===== config.mk =====
export PLATFORM = sky130hd
export DESIGN_NAME = adc_avg_sequencer
export DESIGN_NICKNAME = d
export VERILOG_FILES = /design/src/rtl/adc_pkg.sv /design/src/rtl/adc_avg_sequencer.sv
export SDC_FILE = /design/constraint.sdc
export NUM_CORES = 1
export LEC_CHECK = 0
export BUFFER_PORTS_ARGS = -buffer_cell sky130_fd_sc_hd__buf_2
export CAP_MARGIN = 30
export CORE_MARGIN = 4
export CORE_UTILIZATION = 55
export DETAILED_ROUTE_END_ITERATION = 10
export GPL_ROUTABILITY_DRIVEN = 0
export PLACE_DENSITY_LB_ADDON = 0.2
export SYNTH_ARGS = -nofsm -noshare
export SYNTH_HDL_FRONTEND = slang
export SYNTH_SLANG_ARGS = --single-unit

===== constraint.sdc =====
create_clock -name clk -period 4.56 [get_ports clk]
set_input_delay 1.14 -clock clk [delete_from_list [all_inputs] [get_ports clk]]
set_output_delay 1.14 -clock clk [all_outputs]
set_load 0.01 [all_outputs]

===== src/rtl/adc_pkg.sv =====
// Shared definitions for the SAR conversion path.
// Provides the default result width and the sequencer state type.
package adc_pkg;

  localparam int unsigned WIDTH_DEF = 8;

  typedef enum logic [1:0] {
    IDLE = 2'd0,
    REQ  = 2'd1,
    GAP  = 2'd2,
    DONE = 2'd3
  } state_e;

endpackage


===== src/rtl/adc_avg_sequencer.sv =====
// Triggers 2^LOG2_N conversions, averages them with half-up rounding,
// and offers the result over a valid/ready handshake.
// Ports:
//   clk, rst          : clock, synchronous active-high reset
//   start             : request one averaged measurement (IDLE only)
//   adc_go            : conversion request to the controller
//   adc_valid         : one-cycle completion strobe from the controller
//   adc_result        : conversion value, qualified by adc_valid
//   avg, avg_valid    : rounded average and its valid flag
//   avg_ready         : consumer accepts avg
//   busy              : high whenever not IDLE
//   err               : one-cycle pulse on conversion timeout
module adc_avg_sequencer
  import adc_pkg::*;
#(
  parameter int unsigned WIDTH   = WIDTH_DEF,
  parameter int unsigned LOG2_N  = 2,
  parameter int unsigned TIMEOUT = 64
) (
  input  logic             clk,
  input  logic             rst,
  input  logic             start,
  output logic             adc_go,
  input  logic             adc_valid,
  input  logic [WIDTH-1:0] adc_result,
  output logic [WIDTH-1:0] avg,
  output logic             avg_valid,
  input  logic             avg_ready,
  output logic             busy,
  output logic             err
);

  // One spare accumulator bit keeps the rounding add from wrapping.
  localparam int unsigned AW = WIDTH + LOG2_N + 1;
  localparam int unsigned CW = LOG2_N + 1;
  localparam int unsigned TW = $clog2(TIMEOUT);

  localparam logic [CW-1:0] NSAMP = CW'(1 << LOG2_N);
  localparam logic [AW-1:0] HALF  = AW'(1) << (LOG2_N - 1);
  localparam logic [TW-1:0] TLAST = TW'(TIMEOUT - 1);

  state_e           state_q, state_d;
  logic [AW-1:0]    acc_q, acc_d;
  logic [CW-1:0]    cnt_q, cnt_d;
  logic [TW-1:0]    tmo_q, tmo_d;
  logic [WIDTH-1:0] avg_q, avg_d;
  logic             err_q, err_d;

  logic [AW-1:0] acc_sum;
  logic [CW-1:0] cnt_inc;

  assign acc_sum = acc_q + AW'(adc_result);
  assign cnt_inc = cnt_q + CW'(1);

  always_comb begin
    state_d = state_q;
    acc_d   = acc_q;
    cnt_d   = cnt_q;
    tmo_d   = tmo_q;
    avg_d   = avg_q;
    err_d   = 1'b0;
    unique case (state_q)
      IDLE: begin
        if (start) begin
          state_d = REQ;
          acc_d   = '0;
          cnt_d   = '0;
          tmo_d   = '0;
        end
      end
      REQ: begin
        tmo_d = tmo_q + TW'(1);
        // A completion on the expiry cycle still counts.
        if (adc_valid) begin
          acc_d = acc_sum;
          cnt_d = cnt_inc;
          if (cnt_inc == NSAMP) begin
            state_d = DONE;
            avg_d   = WIDTH'((acc_sum + HALF) >> LOG2_N);
          end else begin
            state_d = GAP;
          end
        end else if (tmo_q == TLAST) begin
          err_d   = 1'b1;
          state_d = IDLE;
        end
      end
      GAP: begin
        // go drops for one cycle so the controller re-arms.
        tmo_d   = '0;
        state_d = REQ;
      end
      DONE: begin
        if (avg_ready) state_d = IDLE;
      end
      default: state_d = IDLE;
    endcase
  end

  always_ff @(posedge clk) begin
    if (rst) begin
      state_q <= IDLE;
      acc_q   <= '0;
      cnt_q   <= '0;
      tmo_q   <= '0;
      avg_q   <= '0;
      err_q   <= 1'b0;
    end else begin
      state_q <= state_d;
      acc_q   <= acc_d;
      cnt_q   <= cnt_d;
      tmo_q   <= tmo_d;
      avg_q   <= avg_d;
      err_q   <= err_d;
    end
  end

  assign adc_go    = (state_q == REQ);
  assign busy      = (state_q != IDLE);
  assign avg_valid = (state_q == DONE);
  assign avg       = avg_q;
  assign err       = err_q;

endmodule


# == Word level (Yosys, flattened, before mapping) ==
# Cells that the tools add are included.
# word_totals
ff_bits,31
input_bits,13
output_inout_bits,12
wordCells,44
# classes
add_sub_neg,4
n_eq_ne,9
muxes,15
bitwise_logic,1
n_reduce_logical,9
# ops
operator,n
11-bit two-way mux,2
11-bit case mux with 2 select lines,1
6-bit case mux with 3 select lines,1
11-bit by 8-bit adder with 11-bit output,1
"10-bit by 2-bit adder with 10-bit output, second input constant",1
3-bit AND reduction,3
2-bit two-way mux,4
2-bit case mux with 4 select lines,1
"6-bit by 1-bit adder with 6-bit output, second input constant",1
"6-bit equality test, second input constant",1
3-bit two-way mux,2
6-bit two-way mux,1
3-bit case mux with 2 select lines,1
"2-bit equality test, second input constant",2
"2-bit by 1-bit != test with 1-bit output, second input constant",2
2-bit nonzero test,2
"3-bit by 1-bit adder with 3-bit output, second input constant",1
"3-bit equality test, second input constant",1
"3-bit by 1-bit != test with 1-bit output, second input constant",1
3-bit nonzero test,1
3-bit OR reduction,1
"2-bit by 1-bit equality test with 1-bit output, second input constant",1
2-bit zero test,1
1-bit two-way mux,2
3 further kinds,3

# == Logic depth before layout (Yosys ltp) ==
# depth
depth_word,5
ltp_mapped,8
depth_no_buf,8

# == Worst setup path after synthesis ==
# Ideal clock, no wire load.
# synth_path
path_kind,input -> register
start,input port adc_result[0]
end,"register avg_q[7], in the netlist avg[7]"
setup_time_ns,0.103
arrival_time_ns,3.151
t_required_ns,4.457
setup_slack_ns,1.306
cell_stages,8
n_path_buf,0
cell_sequence,ha_1 -> fa_1 -> a21o_1 -> a221oi_4 -> xnor2_1 -> o2111a_2 -> a311oi_1 -> a2111oi_2
# synth_between
elab_chain_cells,2
# synth_lines
item,line,text
from (decl),adc_avg_sequencer.sv:25,"input logic [WIDTH-1:0] adc_result,"
11-bit by 8-bit adder with 11-bit output,adc_avg_sequencer.sv:52,assign acc_sum = acc_q + AW'(adc_result);
10-bit by 2-bit adder with 10-bit output,adc_avg_sequencer.sv:79,avg_d = WIDTH'((acc_sum + HALF) >> LOG2_N);
to (signal assigned),adc_avg_sequencer.sv:113,avg_q <= avg_d;
to (decl),adc_avg_sequencer.sv:46,"logic [WIDTH-1:0] avg_q, avg_d;"
# Every way passes these cells.
# A chain may end at the register's enable or synchronous reset.

# == Worst setup path in the final report ==
# Same ends and word-level chain as after synthesis.

==> out/results.md <==
| Item | Value | Unit |
| --- | --- | --- |
| Run status | completed | - |
| Tightest hold margin | 0.469 | ns |
| Final worst path period share | 70.0 | % |
| Fraction of power consumed by sequential logic | 50.0 | % |
| Std-Cell Rows | 20 | - |
| Cell taking the most area after synthesis | sky130_fd_sc_hd__dfxtp_1 | - |
| Clock latency on the worst-skew pair | 0.33 | ns |
| Power density cells | 274 | nW/um^2 |
| Wire length the detailed router placed on met1 | 1910 | um |
| Post-DP HPWL | 2870 | um |
| Kind of start point of the critical path | input pin | - |
| Share of power burned in the clock network | 31.0 | % |
| Pin count of the biggest net entering global routing | 31 | - |
| Net count after synthesis | 236 | - |
| Net switching power | 168 | uW |
| Yosys top cell area share | 32.8 | % |
| Share of layout cells above drive strength 1 | 19.3 | % |
| IR Drop Worst-Case VDD | 0.147 | mV |
| CTS tree | built | - |
| Share of total power in combinational logic | 19.0 | % |
| Most frequent cell after synthesis | sky130_fd_sc_hd__nor2_1 | - |
| Hold/Removal Path Class | flop to flop | - |
| Launch instance of the worst min-delay path | cnt_q[1] | - |
| Final Core Density | 64.6 | % |
| Postcts setup bufs | 0 | - |
| Number of warnings printed during yosys synthesis | 0 | - |
| Met3 routed wirelength | 220 | um |
| Max Fanout on Critical Path | 5 | - |
| Routed length on met2 | 1740 | um |
| Time the worst path needs with I/O delays and setup | 3.19 | ns |
| Finished Layout Cells | 277 | - |
| Tightest slew margin relative to the limit | 42.3 | % |
| Measured slew at the worst slew-check pin | 0.865 | ns |
| Post-DRT Antenna Nets | 0 | - |
| Data required time at the worst endpoint | 4.80 | ns |
| Max Clock Freq | 313 | MHz |
| Most area-consuming cells after synthesis | sky130_fd_sc_hd__dfxtp_1 (33%), sky130_fd_sc_hd__ha_1 (8.2%), sky130_fd_sc_hd__nor2_1 (7.2%) | - |
| Global Route Usage Sum | 20.3 | % |
| Max layer used | met4 | - |
| CTS Root Buffer Type | sky130_fd_sc_hd__clkbuf_4 | - |
| Routed via count | 1613 | - |
| DRC Markers | 0 | - |
| Class of the most critical setup path | input pin to flop | - |
| Synth Register Bits | 30 | - |
| Number of global-route vias before repair | 1519 | - |
| FF-to-FF Start | acc_q[0] | - |
| H-tree lvl count | 2 | - |
| Wire length of the first global-routing pass | 6860 | um |
| Nets | 258 | - |
| Startpoint of the worst setup timing path | adc_result[0] | - |
| Endpoints failing hold | 0 | - |
| Final setup fails | 0 | - |
| Switching power share of the total | 30.4 | % |
| Final slew viol count | 0 | - |
| Count of inserted antenna diode cells | 0 | - |
| Max-capacitance violation count | 0 | - |
| Remaining Overflow, GRT | 0 | - |
| Unique cell type count in the Yosys netlist | 46 | - |
| Starting density of the core | 58.5 | % |
| Worst-path clk slew | 0.10 | ns |
| Chip Height | 65.7 | um |
| Leakage component of the power | 0.000841 | uW |
| Num CTS Buffers | 5 | - |
| Arrival time at the worst endpoint | 3.43 | ns |
| Worst Clk Skew | 0.00968 | ns |
| Router iterations before antenna repair | 4 | - |
| Post-layout power | 553 | uW |
| EDFF count, synth | 0 | - |
| Worst Setup End Kind | flop | - |
| Fraction of synthesis flops using an asynchronous set or reset pin | 0 | % |
| Average via count per standard cell | 5.82 | - |
| Number of DRC violations after detailed-routing iteration 0 | 118 | - |
| Dominant synthesized flop cell | sky130_fd_sc_hd__dfxtp_1 | - |
| Mapped Area | 1830 | sq um |
| Number of placed I/O pins | 25 | - |
| List of most frequent post-synthesis cells | sky130_fd_sc_hd__nor2_1 (35), sky130_fd_sc_hd__dfxtp_1 (30), sky130_fd_sc_hd__a21oi_1 (14) | - |
| Number of cells after detailed placement | 269 | - |
| Number of cells produced by synthesis | 210 | - |
| Sinks on the clock net | 30 | - |
| Antenna violations before repair | 0 | - |
| Port-buffer cells | 24 | - |
| Seq/Total Area, Yosys | 32.8 | % |
| Max Buffers Root-to-Sink | 2 | - |
| Number of resized instances in the post-cts repair step | 0 | - |
| Area growth, synth to finish | 10.5 | % |
| Die area | 4310 | sq um |
| Syn avg cell area | 8.71 | sq um |
| Setup repair after global routing missed its margin | no | - |
| Horizontal die dimension | 65.7 | um |
| Internal Pwr Total | 385 | uW |
| Area inside the core boundary | 3130 | sq um |
| Count of hold buffers inserted by post-cts repair | 0 | - |
| Routed wire per std cell | 14.1 | um |
| Setup TNS | 0 | ns |
| Total Routed Length | 3910 | um |
## worst max-delay path: stages
cell                        delay (ns)
sky130_fd_sc_hd__buf_2            0.10
sky130_fd_sc_hd__ha_1             0.25
sky130_fd_sc_hd__fa_1             0.46
sky130_fd_sc_hd__a21o_1           0.23
sky130_fd_sc_hd__a221oi_4         0.26
sky130_fd_sc_hd__xnor2_1          0.26
sky130_fd_sc_hd__o2111a_2         0.31
sky130_fd_sc_hd__a311oi_1         0.12
sky130_fd_sc_hd__a2111oi_2        0.30
## metal layers
metal,track usage [%],up-vias
li1,-,814
met1,27.3,752
met2,31.3,42
met3,5.64,5
met4,5.96,0
met5,0,-
## flip-flops by register name, indices dropped and copies added (netlist names)
| register | count |
|---|---|
| acc_q | 10 |
| avg | 8 |
| tmo_q | 6 |
| cnt_q | 3 |
| state_q | 2 |
| err | 1 |
## cell usage in the layout, fill, tap and decap left out, types with 5 or more instances in the layout
cell / n
sky130_fd_sc_hd__a211oi_1: 6
sky130_fd_sc_hd__ha_1: 12
sky130_fd_sc_hd__buf_2: 24
sky130_fd_sc_hd__a22oi_1: 11
sky130_fd_sc_hd__clkbuf_4: 5
sky130_fd_sc_hd__a21oi_1: 14
sky130_fd_sc_hd__dfxtp_1: 30
sky130_fd_sc_hd__xnor2_1: 10
sky130_fd_sc_hd__nor2_1: 35
sky130_fd_sc_hd__nand2_1: 11
sky130_fd_sc_hd__inv_1: 5
## power by group through the flow
stage          logic [uW]  registers [uW]  clock network [uW]
2_1_floorplan        84.2             278                   0
3_3_place_gp          101             282                   0
3_5_place_dp          104             282                   0
4_1_cts               105             276                 174
5_1_grt               117             278                 195
6_report              105             277                 171
## logic make-up (layout without fill, tap and decap cells)
group           Yosys count  count (layout)  synth area share [%]
fa+ha+maj                13              13                  9.30
mux                       3               3                  1.64
compound gates           58              58                  24.6
xor+xnor                 14              14                  6.70
flops                    30              30                  32.8
buf+inv                  15              38                  4.03
simple gates             77              77                  20.9
## worst paths after layout
path / cells after the start / slack (ns) / endpoint
setup / recovery: 9 / 1.37 / avg[7]
hold / removal: 2 / 0.47 / cnt_q[1]
setup reg to reg: 8 / 1.97 / avg[7]
hold reg to reg: 2 / 0.47 / cnt_q[1]
## per-stage QoR
stage,worst slack [ns],cell area [sq um]
after detailed placement,1.02,1960
after global placement,1.11,1960
after floorplan,1.31,1830
after global routing,1.19,2020
after CTS,1.38,2020
final,1.37,2020
## final cells by class
class,instances,area [sq um]
clock buffers,6,51.3
clock inverters,2,12.5
fillers,283,1110
inverters,5,18.8
multi-input cells,165,1150
flip-flops and latches,30,601
well taps,44,55.1
repair buffers,25,128
Power figures use the tool's default switching activity.
